--- config.mk ---
export PLATFORM = sky130hd
export DESIGN_NAME = rcn_master_arb
export DESIGN_NICKNAME = d
export VERILOG_FILES = /design/src/rtl/rcn_pkg.sv /design/src/rtl/rcn_rr_arb.sv /design/src/rtl/rcn_master_arb.sv
export SDC_FILE = /design/constraint.sdc
export NUM_CORES = 1
export LEC_CHECK = 0
export CAP_MARGIN = 20
export CORE_UTILIZATION = 30
export DETAILED_ROUTE_END_ITERATION = 16
export PLACE_DENSITY = 0.62
export REMOVE_ABC_BUFFERS = 1
export SLEW_MARGIN = 20
export SYNTH_ARGS = -nofsm -noshare
export SYNTH_HDL_FRONTEND = slang
export SYNTH_SLANG_ARGS = --single-unit
--- constraint.sdc ---
create_clock -name clk -period 20.1 [get_ports clk]
set_clock_uncertainty 0.15 [all_clocks]
set_input_delay 3.015 -clock clk [delete_from_list [all_inputs] [get_ports clk]]
set_output_delay 3.015 -clock clk [all_outputs]
set_load 0.01 [all_outputs]
--- src/rtl/rcn_pkg.sv ---
// Shared definitions for RCN ring nodes: packet layout, field widths and
// the per-requester slot state used by the master arbiter.
package rcn_pkg;

    // Packet geometry
    localparam int RCN_W   = 67;
    localparam int ID_W    = 6;
    localparam int ADDR_W  = 22;
    localparam int MASK_W  = 4;
    localparam int DATA_W  = 32;

    // Field bit positions inside a ring packet
    localparam int VALID   = 66;
    localparam int REQ     = 65;
    localparam int ID_HI   = 64;
    localparam int ID_LO   = 59;
    localparam int WR      = 58;
    localparam int MASK_HI = 57;
    localparam int MASK_LO = 54;
    localparam int ADDR_HI = 53;
    localparam int ADDR_LO = 32;
    localparam int DATA_HI = 31;
    localparam int DATA_LO = 0;

    // Structured view of a ring packet; field order matches the bit positions above
    typedef struct packed {
        logic              valid;
        logic              req;
        logic [ID_W-1:0]   id;
        logic              wr;
        logic [MASK_W-1:0] mask;
        logic [ADDR_W-1:0] addr;
        logic [DATA_W-1:0] data;
    } rcn_pkt_t;

    // Lifecycle of one requester's transaction
    typedef enum logic [1:0] {
        SLOT_IDLE        = 2'd0,
        SLOT_PENDING     = 2'd1,
        SLOT_OUTSTANDING = 2'd2
    } slot_state_t;

    // Build a valid request packet from its fields
    function automatic logic [RCN_W-1:0] rcn_make_req(
        input logic [ID_W-1:0]   id,
        input logic              wr,
        input logic [MASK_W-1:0] mask,
        input logic [ADDR_W-1:0] addr,
        input logic [DATA_W-1:0] data
    );
        rcn_pkt_t pkt;
        pkt.valid = 1'b1;
        pkt.req   = 1'b1;
        pkt.id    = id;
        pkt.wr    = wr;
        pkt.mask  = mask;
        pkt.addr  = addr;
        pkt.data  = data;
        return pkt;
    endfunction

endpackage

--- src/rtl/rcn_rr_arb.sv ---
// Round-robin arbiter: picks the first requesting line at or after the
// pointer; the pointer advances past the winner whenever a grant is made.
module rcn_rr_arb
    import rcn_pkg::*;
#(
    parameter int N = 4
) (
    input  logic         clk,
    input  logic         rst,
    input  logic [N-1:0] req,
    input  logic         en,
    output logic [N-1:0] grant
);

    localparam int PTR_W = (N > 1) ? $clog2(N) : 1;

    logic [PTR_W-1:0] ptr_reg;
    logic [PTR_W-1:0] ptr_next;
    logic [PTR_W-1:0] scan_idx;
    logic             found;

    // Rotating priority search starting at the pointer
    always_comb begin
        grant    = '0;
        found    = 1'b0;
        ptr_next = ptr_reg;
        scan_idx = '0;
        for (int k = 0; k < N; k++) begin
            scan_idx = PTR_W'((int'(ptr_reg) + k) % N);
            if (en && !found && req[scan_idx]) begin
                found           = 1'b1;
                grant[scan_idx] = 1'b1;
                ptr_next        = (scan_idx == PTR_W'(N - 1)) ? '0 : scan_idx + 1'b1;
            end
        end
    end

    // Pointer register, only moves on an actual grant
    always_ff @(posedge clk) begin
        if (rst) begin
            ptr_reg <= '0;
        end else begin
            ptr_reg <= ptr_next;
        end
    end

endmodule

--- src/rtl/rcn_master_arb.sv ---
// Shares a single RCN ring master node among NUM_REQ local requesters.
// Requester i owns ring ID MASTER_ID+i, so responses find their way home
// by ID alone. The node adds one register stage to the ring.
module rcn_master_arb
    import rcn_pkg::*;
#(
    parameter int         NUM_REQ   = 4,
    parameter logic [5:0] MASTER_ID = 6'd0
) (
    input  logic                    clk,
    input  logic                    rst,
    input  logic [RCN_W-1:0]        rcn_in,
    output logic [RCN_W-1:0]        rcn_out,
    input  logic [NUM_REQ-1:0]      req_cs,
    input  logic [NUM_REQ-1:0]      req_wr,
    input  logic [NUM_REQ*24-1:0]   req_addr,
    input  logic [NUM_REQ*4-1:0]    req_mask,
    input  logic [NUM_REQ*32-1:0]   req_wdata,
    output logic [NUM_REQ-1:0]      req_busy,
    output logic [NUM_REQ-1:0]      req_done,
    output logic [NUM_REQ*32-1:0]   req_rdata
);

    localparam int IDX_W = (NUM_REQ > 1) ? $clog2(NUM_REQ) : 1;

    // Incoming packet decode
    rcn_pkt_t    in_pkt;
    logic [1:0]  in_slot;
    logic        consume;
    logic        ring_free;

    // Per-slot storage
    slot_state_t       state_reg [NUM_REQ];
    logic              wr_reg    [NUM_REQ];
    logic [MASK_W-1:0] mask_reg  [NUM_REQ];
    logic [ADDR_W-1:0] addr_reg  [NUM_REQ];
    logic [DATA_W-1:0] wdata_reg [NUM_REQ];
    logic [DATA_W-1:0] rdata_reg [NUM_REQ];
    logic [NUM_REQ-1:0] done_reg;

    // Arbitration and issue
    logic [NUM_REQ-1:0] pending;
    logic [NUM_REQ-1:0] grant;
    logic [IDX_W-1:0]   gnt_idx;
    logic               issue;
    logic [RCN_W-1:0]   issue_pkt;
    logic [RCN_W-1:0]   rcn_out_reg;

    assign in_pkt  = rcn_pkt_t'(rcn_in);
    assign in_slot = in_pkt.id[1:0];

    // A response is ours when the upper ID bits match our base and the low bits name an existing requester
    assign consume   = in_pkt.valid && !in_pkt.req
                    && (in_pkt.id[5:2] == MASTER_ID[5:2])
                    && (int'(in_slot) < NUM_REQ);

    // The outgoing ring slot is usable if nothing arrived, or what arrived is being removed
    assign ring_free = !in_pkt.valid || consume;

    rcn_rr_arb #(
        .N (NUM_REQ)
    ) u_arb (
        .clk   (clk),
        .rst   (rst),
        .req   (pending),
        .en    (ring_free),
        .grant (grant)
    );

    assign issue = |grant;

    // One-hot grant to slot index
    always_comb begin
        gnt_idx = '0;
        for (int i = 0; i < NUM_REQ; i++) begin
            if (grant[i]) begin
                gnt_idx = IDX_W'(i);
            end
        end
    end

    // Request packet for the granted slot; low ID bits carry the slot number
    assign issue_pkt = rcn_make_req(MASTER_ID + ID_W'(gnt_idx),
                                    wr_reg[gnt_idx],
                                    mask_reg[gnt_idx],
                                    addr_reg[gnt_idx],
                                    wdata_reg[gnt_idx]);

    // Ring output stage: own request wins a free slot, consumed packets vanish, everything else passes
    always_ff @(posedge clk) begin
        if (rst) begin
            rcn_out_reg <= '0;
        end else if (issue) begin
            rcn_out_reg <= issue_pkt;
        end else if (consume) begin
            rcn_out_reg <= '0;
        end else begin
            rcn_out_reg <= rcn_in;
        end
    end

    // Slot state machines: accept when idle, issue when granted, retire on matching response
    always_ff @(posedge clk) begin
        if (rst) begin
            done_reg <= '0;
            for (int i = 0; i < NUM_REQ; i++) begin
                state_reg[i] <= SLOT_IDLE;
                rdata_reg[i] <= '0;
            end
        end else begin
            done_reg <= '0;
            for (int i = 0; i < NUM_REQ; i++) begin
                case (state_reg[i])
                    SLOT_IDLE: begin
                        if (req_cs[i]) begin
                            state_reg[i] <= SLOT_PENDING;
                            wr_reg[i]    <= req_wr[i];
                            mask_reg[i]  <= req_mask[4*i +: 4];
                            addr_reg[i]  <= req_addr[24*i+2 +: 22];
                            wdata_reg[i] <= req_wdata[32*i +: 32];
                        end
                    end
                    SLOT_PENDING: begin
                        if (grant[i]) begin
                            state_reg[i] <= SLOT_OUTSTANDING;
                        end
                    end
                    SLOT_OUTSTANDING: begin
                        if (consume && (in_slot == 2'(i))) begin
                            state_reg[i] <= SLOT_IDLE;
                            done_reg[i]  <= 1'b1;
                            rdata_reg[i] <= in_pkt.data;
                        end
                    end
                    default: begin
                        state_reg[i] <= SLOT_IDLE;
                    end
                endcase
            end
        end
    end

    // Per-requester status and data fan-out
    generate
        for (genvar gi = 0; gi < NUM_REQ; gi++) begin : g_slot
            assign pending[gi]              = (state_reg[gi] == SLOT_PENDING);
            assign req_busy[gi]             = (state_reg[gi] != SLOT_IDLE);
            assign req_rdata[32*gi +: 32]   = rdata_reg[gi];
        end
    endgenerate

    assign req_done = done_reg;
    assign rcn_out  = rcn_out_reg;

endmodule
After elaboration in Yosys (flattened, before gate mapping):

Memory sizes are Yosys's and may differ from the RTL's.
Index checks and enable logic that the tools add are counted.

* bits in registers: 73
* memory bits (writable): 372
* input bits: 317
* output and inout bits: 203
* logic and storage cells: 221
* memories: 6

* add/sub/neg operators: 7
* $lt $le $gt $ge: 8
* equal/unequal tests: 15
* multiplexer cells: 118
* bitwise logic cells: 23
* reduce and logical (&&, ||, !) cells: 40

Memory list
* rdata_reg: words 4, width 32, read ports 4, clocked after Yosys merged registers in 0, write ports 4, RTL line rcn_master_arb.sv:38 `logic [DATA_W-1:0] rdata_reg [NUM_REQ];`
* wdata_reg: words 4, width 32, read ports 1, clocked after Yosys merged registers in 0, write ports 4, RTL line rcn_master_arb.sv:37 `logic [DATA_W-1:0] wdata_reg [NUM_REQ];`
* addr_reg: words 4, width 22, read ports 1, clocked after Yosys merged registers in 0, write ports 4, RTL line rcn_master_arb.sv:36 `logic [ADDR_W-1:0] addr_reg [NUM_REQ];`
* mask_reg: words 4, width 4, read ports 1, clocked after Yosys merged registers in 0, write ports 4, RTL line rcn_master_arb.sv:35 `logic [MASK_W-1:0] mask_reg [NUM_REQ];`
* state_reg: words 4, width 2, read ports 4, clocked after Yosys merged registers in 0, write ports 4, RTL line rcn_master_arb.sv:33 `slot_state_t state_reg [NUM_REQ];`
* wr_reg: words 4, width 1, read ports 1, clocked after Yosys merged registers in 0, write ports 4, RTL line rcn_master_arb.sv:34 `logic wr_reg [NUM_REQ];`

Operators by type and width (number)
* 2-to-1 mux 67 bit: 2
* 2-to-1 mux 32 bit: 4
* 2-to-1 mux 1 bit: 74
* 2-to-1 mux 2 bit: 26
* equality test 2 bit (second input constant): 10
* bitwise OR 1 bit: 20
* logical AND 1 bit: 17
* 2-to-1 mux 4 bit: 4
* < comparator 2 x 3 -> 1 bit (second input constant): 4
* bitwise OR 4 bit: 3
* OR reduction 3 bit: 4
* adder 2 x 1 -> 2 bit (second input constant): 5
* equality test 2 x 1 -> 1 bit (second input constant): 5
* zero test 2 bit: 5
* binary-select mux 1 bit (select 2 bit): 4
* demux 1 bit (select 2 bit): 4
* >= comparator 2 x 1 -> 1 bit (second input constant): 4
* nonzero test 2 bit: 4
* OR reduction 6 bit: 1
* zero test 1 bit: 5
* adder 2 bit (second input constant): 2
* zero test 4 bit: 1
* nonzero test 4 bit: 1
* OR reduction 4 bit: 1
* logical OR 1 bit: 1

Longest topological paths before layout:

Gate-level depths: netlist of run 1.

* depth in word-level cells: 25
* gate-level depth with buffers: 13

Cells and area by module:

Synthesis of run 1 repeated with hierarchy kept, for this count alone.

* cells, all modules: 1108
* area total of the unflattened synthesis: 16773.6 um^2

By module, submodules not included
* rcn_master_arb: times used 1, cells an instance 1054, area an instance 16306.9 um^2, seq. area each 12592.1 um^2
* rcn_rr_arb: times used 1, cells an instance 54, area an instance 466.7 um^2, seq. area each 40.0 um^2

Least setup slack after synthesis of run 1:

Ideal clock, no wire load.

* path kind: input port to flip-flop
* start: input rst
* end: memory addr_reg[0][0] (enable)
* setup time: 0.561 ns
* data arrival time: 7.929 ns
* slack: 11.460 ns
* cell stages on the path: 4
* path through: buf_2 -> buf_1 -> buf_1 -> nor3b_1

RTL lines
* from (decl): RTL line rcn_master_arb.sv:11 `input logic rst,`
* to (decl): RTL line rcn_master_arb.sv:36

Worst setup path after layout of run 1:

* start: input rcn_in[65]
* end: register rcn_out_reg[20] (netlist: rcn_out[20])

* word-level cells in the longest chain between the ends: 23
* elaborated cells between the ends (all ways): 31
* classes of those cells: mux: 12; bitwise: 3; reduce/logical: 15; memory: 1

RTL lines
* from (decl): RTL line rcn_master_arb.sv:12 `input logic [RCN_W-1:0] rcn_in,`
* zero test 1 bit (*): RTL line rcn_master_arb.sv:53 `assign consume = in_pkt.valid && !in_pkt.req`
* logical AND 1 bit (*): RTL line rcn_master_arb.sv:53
* logical AND 1 bit (*): RTL line rcn_master_arb.sv:54 `&& (in_pkt.id[5:2] == MASTER_ID[5:2])`
* logical OR 1 bit: RTL line rcn_master_arb.sv:58 `assign ring_free = !in_pkt.valid || consume;`
* logical AND 1 bit: RTL line rcn_rr_arb.sv:30 `if (en && !found && req[scan_idx]) begin`
* 2-to-1 mux 1 bit: RTL line rcn_rr_arb.sv:30
* zero test 1 bit: RTL line rcn_rr_arb.sv:30
* logical AND 1 bit (2 in series): RTL line rcn_rr_arb.sv:30
* [4 not listed]
* 2-to-1 mux 1 bit: RTL line rcn_rr_arb.sv:30
* zero test 1 bit: RTL line rcn_rr_arb.sv:30
* logical AND 1 bit (2 in series): RTL line rcn_rr_arb.sv:30
* 2-to-1 mux 4 bit: RTL line rcn_rr_arb.sv:30
* 2-to-1 mux 1 bit: RTL line rcn_master_arb.sv:76 `if (grant[i]) begin`
* 2-to-1 mux 2 bit (2 in series): RTL line rcn_master_arb.sv:76
* memory (4 x 32 bit)
* 2-to-1 mux 67 bit (*): RTL line rcn_master_arb.sv:93 `end else if (issue) begin`
* to (signal assigned): RTL line rcn_master_arb.sv:94 `rcn_out_reg <= issue_pkt;`
* to (signal assigned): RTL line rcn_master_arb.sv:98 `rcn_out_reg <= rcn_in;`
* to (decl): RTL line rcn_master_arb.sv:47 `logic [RCN_W-1:0] rcn_out_reg;`

Every way passes the cells marked *; elsewhere a longest branch is shown, timed or not.
A chain may end at the register's enable or synchronous reset.

==> summary.txt, run 1 <==
Synth
  – Post-synthesis async set-or-reset flop share: 0%
  – Top-count cell post-synth: edfxtp_1
  – Commonest cells in the synthesized netlist: 372 x edfxtp_1, 136 x nor2_1, 73 x dfxtp_1, 72 x a21oi_1, 72 x and2_1
  – Complex-gate fraction of the synthesized area: 9.86%
  – Synthesis Warnings: 0
  – Combinational family with the most area after synthesis: simple AND/OR/NAND/NOR gates
  – Ys flop type: edfxtp_1
  – Post-synth top area share: approximately two thirds
  – Post-Syn Area per Cell: approximately 15 sq um
  – Top cells by area, synth: edfxtp_1 67%, dfxtp_1 8.8%, a221o_1 3.5%
  – Sequential cell area fraction in the yosys report: 75.9%
  – Simple-gate share of the synthesized area: 10.7%
  – Post-synthesis mux area share: 0.662%
  – XOR/XNOR Fraction of Synth Area: 0.0526%
  – Register bit total from synthesis: roughly 450
  – Cells after Synth: 1117
  – Fraction of the mapped netlist area in adder cells: 0.376%
  – Post-synth EDFFs: 372
  – Distinct cells, synth: 50
  – Area leader, netlist: edfxtp_1
  – Synthesized cell area: 0.0166 sq mm

Die
  – Die Area: 0.0564 sq mm
  – Die span in y: about 240 um
  – Die X: ~240 um
  – Core ar.: 0.0543 sq mm
  – Starting Density: 30.6%
  – Number of top-level pins: 520
  – FP Rows: 85

Clocking
  – Longest Clk Path Bufs: 3
  – Post-CTS Hold Buffers: 0
  – Post-cts gate resize count: 0
  – CTS Buf Count: 48
  – H-Tree Depth: 2
  – TritonCTS clock tree: done
  – Setup Buffers After CTS: 0
  – Clk sink count: 445
  – Reg clk slew, reported paths: 0.06 ns
  – Worst skew pair latency: 0.58 ns
  – Root buffer cell: clkbuf_16

Worst setup path
  – Critical Path End Type: flop
  – CP Data Arrival Time: 8.03 ns
  – R2r endpoint: rcn_out[20]$_SDFF_PP0_
  – Req. time, crit path: 20.47 ns
  – R2R Path Start: u_arb.ptr_reg[0]$_SDFFE_PP0P_
  – Crit Path Max Fanout: 64
  – Crit Path Class: input pin to flop
  – Worst Setup EP: rcn_out[20]$_SDFF_PP0_
  – CP Launch Type: input pin
  – R2r setup slk: 14.71 ns
  – Reg2reg path depth: 10
  – Worst setup path start: rcn_in[65]

Global routing
  – Congestion Overflow GR: 0
  – Vias in the first global route: 11800
  – Global-route wire length before repair: 79000 um
  – Initial antenna violation count: 5
  – Largest net degree at the start of global routing: 66
  – Global Route Usage Sum: 19.1%

Pwr
  – Static leakage: roughly 0.0085 uW
  – Cell Pwr Density: 119 mW/mm^2
  – Max VDD drop: a little under 0.09 mV

Routing
  – Routed WL per cell: 22.8 um
  – DRT antenna net count: 0
  – Routed Wire Length: 55000 um
  – Via count of the routed design: 11800
  – DRT iter0 DRCs: roughly 700
  – Vias per cell: 4.86
  – Initial DRT Pass Iterations: 5
  – Drt drc: 0

Timing
  – Final Max Slew Viols: 0
  – Worst slew pin tran: 1.08 ns
  – Min cycle time layout: 7.66 ns
  – Final setup violating endpoints: 0
  – Final period util: 38.1%
  – Final Hold Fails: 0
  – RSZ-0062 raised after global routing: no
  – Final setup TNS: 0 ns
  – Slew HR: 27.0%
  – Fmax: around 130 MHz

Finish
  – Layout cells sized above 1: 8.36%
  – # nets final: 1957
  – Area delta synth->final: 45.3%
  – Final instance area: 0.0242 sq mm

Status
  – Status: completed

Placed design
  – Buffers on Ports: approximately 500
  – Post-DP HPWL: 36700 um
  – Placed inst area: 0.0226 sq mm
  – Placer congestion estimate: 0.854

Job
  – Max Cap Viol: 0

Worst hold path
  – Worst Hold Class: flop to flop
==> power by group <==
part           internal (uW)  switching, uW
registers               1120           40.3
clock network            505            360
logic                    354            488
==> cells in the final DEF, fill, tap and decap left out, types with 4 or more instances in the layout <==
| cell | instances |
|---|---|
| buf_4 | 25 |
| or2_2 | 7 |
| nor4bb_1 | 5 |
| mux4_2 | 4 |
| nor2_1 | 136 |
| clkbuf_8 | 8 |
| inv_1 | 22 |
| nand2b_1 | 4 |
| clkbuf_16 | 49 |
| and2_1 | 72 |
| edfxtp_1 | 372 |
| nand2_1 | 20 |
| ha_1 | 5 |
| clkdlybuf4s50_1 | 511 |
| a211oi_2 | 10 |
| a211oi_1 | 51 |
| nor2b_1 | 5 |
| nor3b_1 | 4 |
| dfxtp_1 | 73 |
| a221o_1 | 59 |
| clkinv_2 | 11 |
| a21oi_1 | 72 |
| clkbuf_1 | 14 |
| or4_1 | 4 |
| nor3b_2 | 4 |
| nand3_1 | 67 |
| nor3_1 | 7 |
| o21ai_0 | 6 |
| nand2_2 | 4 |
==> metal layers <==
layer	routed length (um)	up-vias	global-route usage, %
li1	-	5294	-
met1	22000	5868	23.8
met2	28000	508	33.2
met3	3650	83	3.91
met4	1310	4	5.79
met5	27	-	0
==> how the worst min path moves through the flow <==
stage | slack [ns] | cells after the start | startpoint | to
detailed placement | 0.31 | 1 | wdata_reg[1][10]$_DFFE_PP_ | rcn_out[10]$_SDFF_PP0_
global route | 0.33 | 1 | wdata_reg[1][0]$_DFFE_PP_ | rcn_out[0]$_SDFF_PP0_
global placement | 0.30 | 1 | addr_reg[1][8]$_DFFE_PP_ | rcn_out[40]$_SDFF_PP0_
floorplan | 0.30 | 1 | wdata_reg[1][0]$_DFFE_PP_ | rcn_out[0]$_SDFF_PP0_
finish | 0.32 | 1 | addr_reg[1][19]$_DFFE_PP_ | rcn_out[51]$_SDFF_PP0_
CTS | 0.32 | 1 | wdata_reg[1][30]$_DFFE_PP_ | rcn_out[30]$_SDFF_PP0_
==> cell type report <==
| type | instances | area [sq um] |
|---|---|---|
| clock buffers | 71 | 1390 |
| fillers | 4932 | 30200 |
| clock inverters | 19 | 156 |
| flip-flops and latches | 445 | 12600 |
| well taps | 739 | 925 |
| repair buffers | 536 | 5300 |
| multi-input cells | 581 | 3670 |
| inverters | 23 | 86.3 |
| diodes | 3 | 7.51 |
==> kinds of logic after synthesis <==
logic type / count (synthesis)
flip-flops: 445
AND/OR/NAND/NOR: 354
AO/OA/AOI/OAI: 215
buffers and inverters: 91
multiplexers: 6
adder cells (fa/ha/maj): 5
XOR/XNOR: 1
==> worst max-delay path, stage by stage <==
cell,delay [ns]
clkdlybuf4s50_1,0.44
or4_1,0.53
o21ai_0,0.86
o21ai_0,0.45
a31o_4,0.32
buf_4,0.38
a41o_2,0.57
buf_4,0.37
a211oi_1,0.81
a221o_1,0.20
==> through the flow <==
step | hold WS [ns] | cells | power, uW | utilization, % | setup slack (ns)
floorplan | 0.299 | 1049 | 1610 | - | 11.16
global placement | 0.302 | 2324 | 2020 | 41.6 | 11.78
detailed placement | 0.308 | 2324 | 2030 | 41.6 | 11.79
CTS | 0.318 | 2414 | 2910 | 44.5 | 12.40
global route | 0.331 | 2417 | 3000 | 44.5 | 12.26
finish | 0.320 | 2417 | 2870 | 44.5 | 12.44
(Power assumes the default switching activity.)
==> inputs of run 2 (changes only) <==
==> constraint.sdc (replaced) <==
create_clock -name clk -period 7.6 [get_ports clk]
set_clock_uncertainty 0.15 [all_clocks]
set_input_delay 1.14 -clock clk [delete_from_list [all_inputs] [get_ports clk]]
set_output_delay 1.14 -clock clk [all_outputs]
set_load 0.01 [all_outputs]
==> summary.txt, run 2 (synthesis gave the netlist of run 1 again) <==
Routing
  – DRT iter0 DRCs: 718 (+2.9%)
  – Routed Wire Length: 55200 um (+0.33%)
  – Via count of the routed design: 11700 (-0.10%)
  – Routed WL per cell: 22.7 um (about the same)
  – Initial DRT Pass Iterations: 6 (+1)
  – Vias per cell: 4.84 (-0.51%)
  – Drt drc: 0 (unchanged)
  – DRT antenna net count: 0 (unchanged)

Finish
  – Most frequent cells in the layout: 511 x clkdlybuf4s50_1, 372 x edfxtp_1, 136 x nor2_1, 73 x dfxtp_1
  – # nets final: 1959 (+0.10%)
  – Area delta synth->final: 46.1%
  – Fill cell count: 4913 (-0.39%)
  – Most common cell after layout, fill and taps aside: clkdlybuf4s50_1
  – Final instance area: 0.0243 sq mm (+0.53%)
  – Layout cells sized above 1: 8.17% (-0.18 points)

Timing
  – Final Max Slew Viols: 0 (unchanged)
  – Worst slew pin tran: 1.02 ns (-0.0617 ns)
  – Min cycle time layout: 5.16 ns
  – Final Hold Fails: 0 (unchanged)
  – Slew HR: 31.4% (+4.5 points)
  – Final setup TNS: 0 ns (unchanged)
  – Fmax: 194 MHz
  – Final setup violating endpoints: 0 (unchanged)
  – RSZ-0062 raised after global routing: no
  – Final period util: 67.9%

Worst setup path
  – R2r setup slk: 2.79 ns (-11.92 ns)
  – Critical path's top delay family: compound AO/OA/AOI/OAI gates
  – Reg2reg path depth: 10 (unchanged)
  – Req. time, crit path: 7.97 ns (-12.50 ns)
  – Crit Path Class: input pin to flop
  – R2R Path Start: u_arb.ptr_reg[0]$_SDFFE_PP0P_
  – CP Launch Type: input pin
  – CP Buf/Inv Count: 2 (-1)
  – Critical Path End Type: flop
  – Crit Path Max Fanout: 37 (-42%)
  – CP max stage cell: o21ai_0
  – Largest stage delay, worst path: 0.75 ns (-0.11 ns)
  – CP Data Arrival Time: 5.53 ns (-2.50 ns)
  – R2r endpoint: rcn_out[47]$_SDFF_PP0_
  – Critical path, cell by cell: clkdlybuf4s50_1, or4_1, o21ai_0, nand2_1, o31a_2, a41o_2, buf_4, a211oi_1, a221o_1

Worst hold path
  – Hold path startpoint: wdata_reg[1][19]$_DFFE_PP_
  – Hold Path End: rcn_out[19]$_SDFF_PP0_
  – Min-Delay Path Depth: 1 (unchanged)
  – Worst Hold Class: flop to flop

Die
  – Number of top-level pins: 520 (unchanged)
  – Starting Density: 30.6% (unchanged)
  – Die Area: 0.0564 sq mm (unchanged)
  – FP Rows: 85 (unchanged)
  – Core ar.: 0.0543 sq mm (unchanged)
  – Die span in y: 238 um (unchanged)
  – Die X: 238 um (unchanged)

Clocking
  – Reg clk slew, reported paths: 0.06 ns (about the same)
  – Worst skew pair latency: 0.59 ns (about the same)
  – Post-cts gate resize count: 0 (unchanged)
  – Longest Clk Path Bufs: 3 (unchanged)
  – Setup Buffers After CTS: 0 (unchanged)
  – Root buffer cell: clkbuf_16
  – TritonCTS clock tree: done
  – H-Tree Depth: 2 (unchanged)
  – CTS Buf Count: 48 (unchanged)
  – Post-CTS Hold Buffers: 0 (unchanged)
  – Clk sink count: 445 (unchanged)

Global routing
  – Vias in the first global route: 12000 (+1.6%)
  – Initial antenna violation count: 14 (+9)
  – Global-route wire length before repair: 79500 um (+0.51%)
  – Largest net degree at the start of global routing: 66 (unchanged)
  – Global Route Usage Sum: 19.2% (+0.080 points)
  – Congestion Overflow GR: 0 (unchanged)

Placed design
  – Placer congestion estimate: 0.830 (-2.8%)
  – Post-DP HPWL: 36900 um (+0.54%)
  – Placed inst area: 0.0226 sq mm (about the same)
  – Buffers on Ports: 511 (unchanged)

Status
  – Status: completed

Pwr
  – Static leakage: 0.00850 uW (+0.38%)
  – Power Internal: 5360 uW (+170%)
  – Cell Pwr Density: 318 mW/mm^2 (+170%)
  – Seq pwr share: 39.7% (-0.8 points)
  – Max VDD drop: 0.252 mV (+190%)
  – Switching share of power: 30.7% (-0.30 points)
  – Clock network fraction of design power: 31.4% (+1.2 points)
  – Gate power share: 28.9% (-0.5 points)
  – Psw: 2380 uW (+170%)

Job
  – Max Cap Viol: 0 (unchanged)
[run 2: changes by cell type in the layout (fill, tap and decap cells not counted), sizes merged]
cell / delta
diode: +9
clkbuf: -8
bufinv: +5
buf: +2
clkinvlp: +2
clkinv: +1
inv: -1
[run 2: how the worst max path moves through the flow]
stage                             startpoint                      to  slack [ns]  cells past startpoint
2_1_floorplan  u_arb.ptr_reg[0]$_SDFFE_PP0P_  rcn_out[11]$_SDFF_PP0_        0.34                      8
3_3_place_gp                      rcn_in[65]  rcn_out[14]$_SDFF_PP0_        1.96                      9
3_5_place_dp                      rcn_in[65]  rcn_out[14]$_SDFF_PP0_        1.91                      9
4_1_cts                           rcn_in[65]  rcn_out[14]$_SDFF_PP0_        2.53                      9
5_1_grt                           rcn_in[65]  rcn_out[20]$_SDFF_PP0_        2.29                      8
6_report                          rcn_in[65]  rcn_out[14]$_SDFF_PP0_        2.44                      9
[run 2: power groups by stage]
stage               clock network, uW  registers [uW]  logic (uW)
floorplan                           0            3200        1070
global placement                    0            3120        2240
detailed placement                  0            3120        2270
CTS                              2500            3070        2270
global route                     2580            3100        2410
finish                           2430            3070        2230
[run 2: stage by stage]
stage                     hold WS [ns]  cells  setup WS, ns  util, %  power, uW
final                            0.310   2427          2.44     44.7       7740
after global routing             0.331   2426          2.29     44.7       8080
after CTS                        0.321   2415          2.53     44.7       7840
after detailed placement         0.309   2326          1.91     41.7       5390
after global placement           0.302   2326          1.96     41.7       5360
after floorplan                  0.299   1049         0.337        -       4270
[run 2: final cells by class]
type | count | area, sq um | share of cell area, %
Multi-Input combinational cell | 581 | 3670 | 15.1
Clock buffer | 63 | 1320 | 5.43
Timing Repair Buffer | 538 | 5320 | 21.9
Tap cell | 739 | 925 | 3.80
Sequential cell | 445 | 12600 | 52.0
Antenna cell | 12 | 30.0 | 0.124
Clock inverter | 26 | 317 | 1.30
Inverter | 23 | 86.3 | 0.355
[run 2: routing by layer]
| metal | track usage (%) | wire length (um) |
|---|---|---|
| met5 | 0 | 23 |
| met4 | 7.43 | 1710 |
| met3 | 3.67 | 3470 |
| met2 | 32.2 | 27500 |
| met1 | 24.5 | 22500 |
[run 2: worst reg2reg max path: stages, from the launching register on]
cell,delay [ns]
dfxtp_1,0.65
inv_2,0.21
ha_1,0.59
mux4_2,0.49
o311ai_1,0.36
a21o_2,0.15
buf_4,0.71
nand2_1,0.30
nor4_2,0.40
buf_4,0.49
a221o_1,0.24
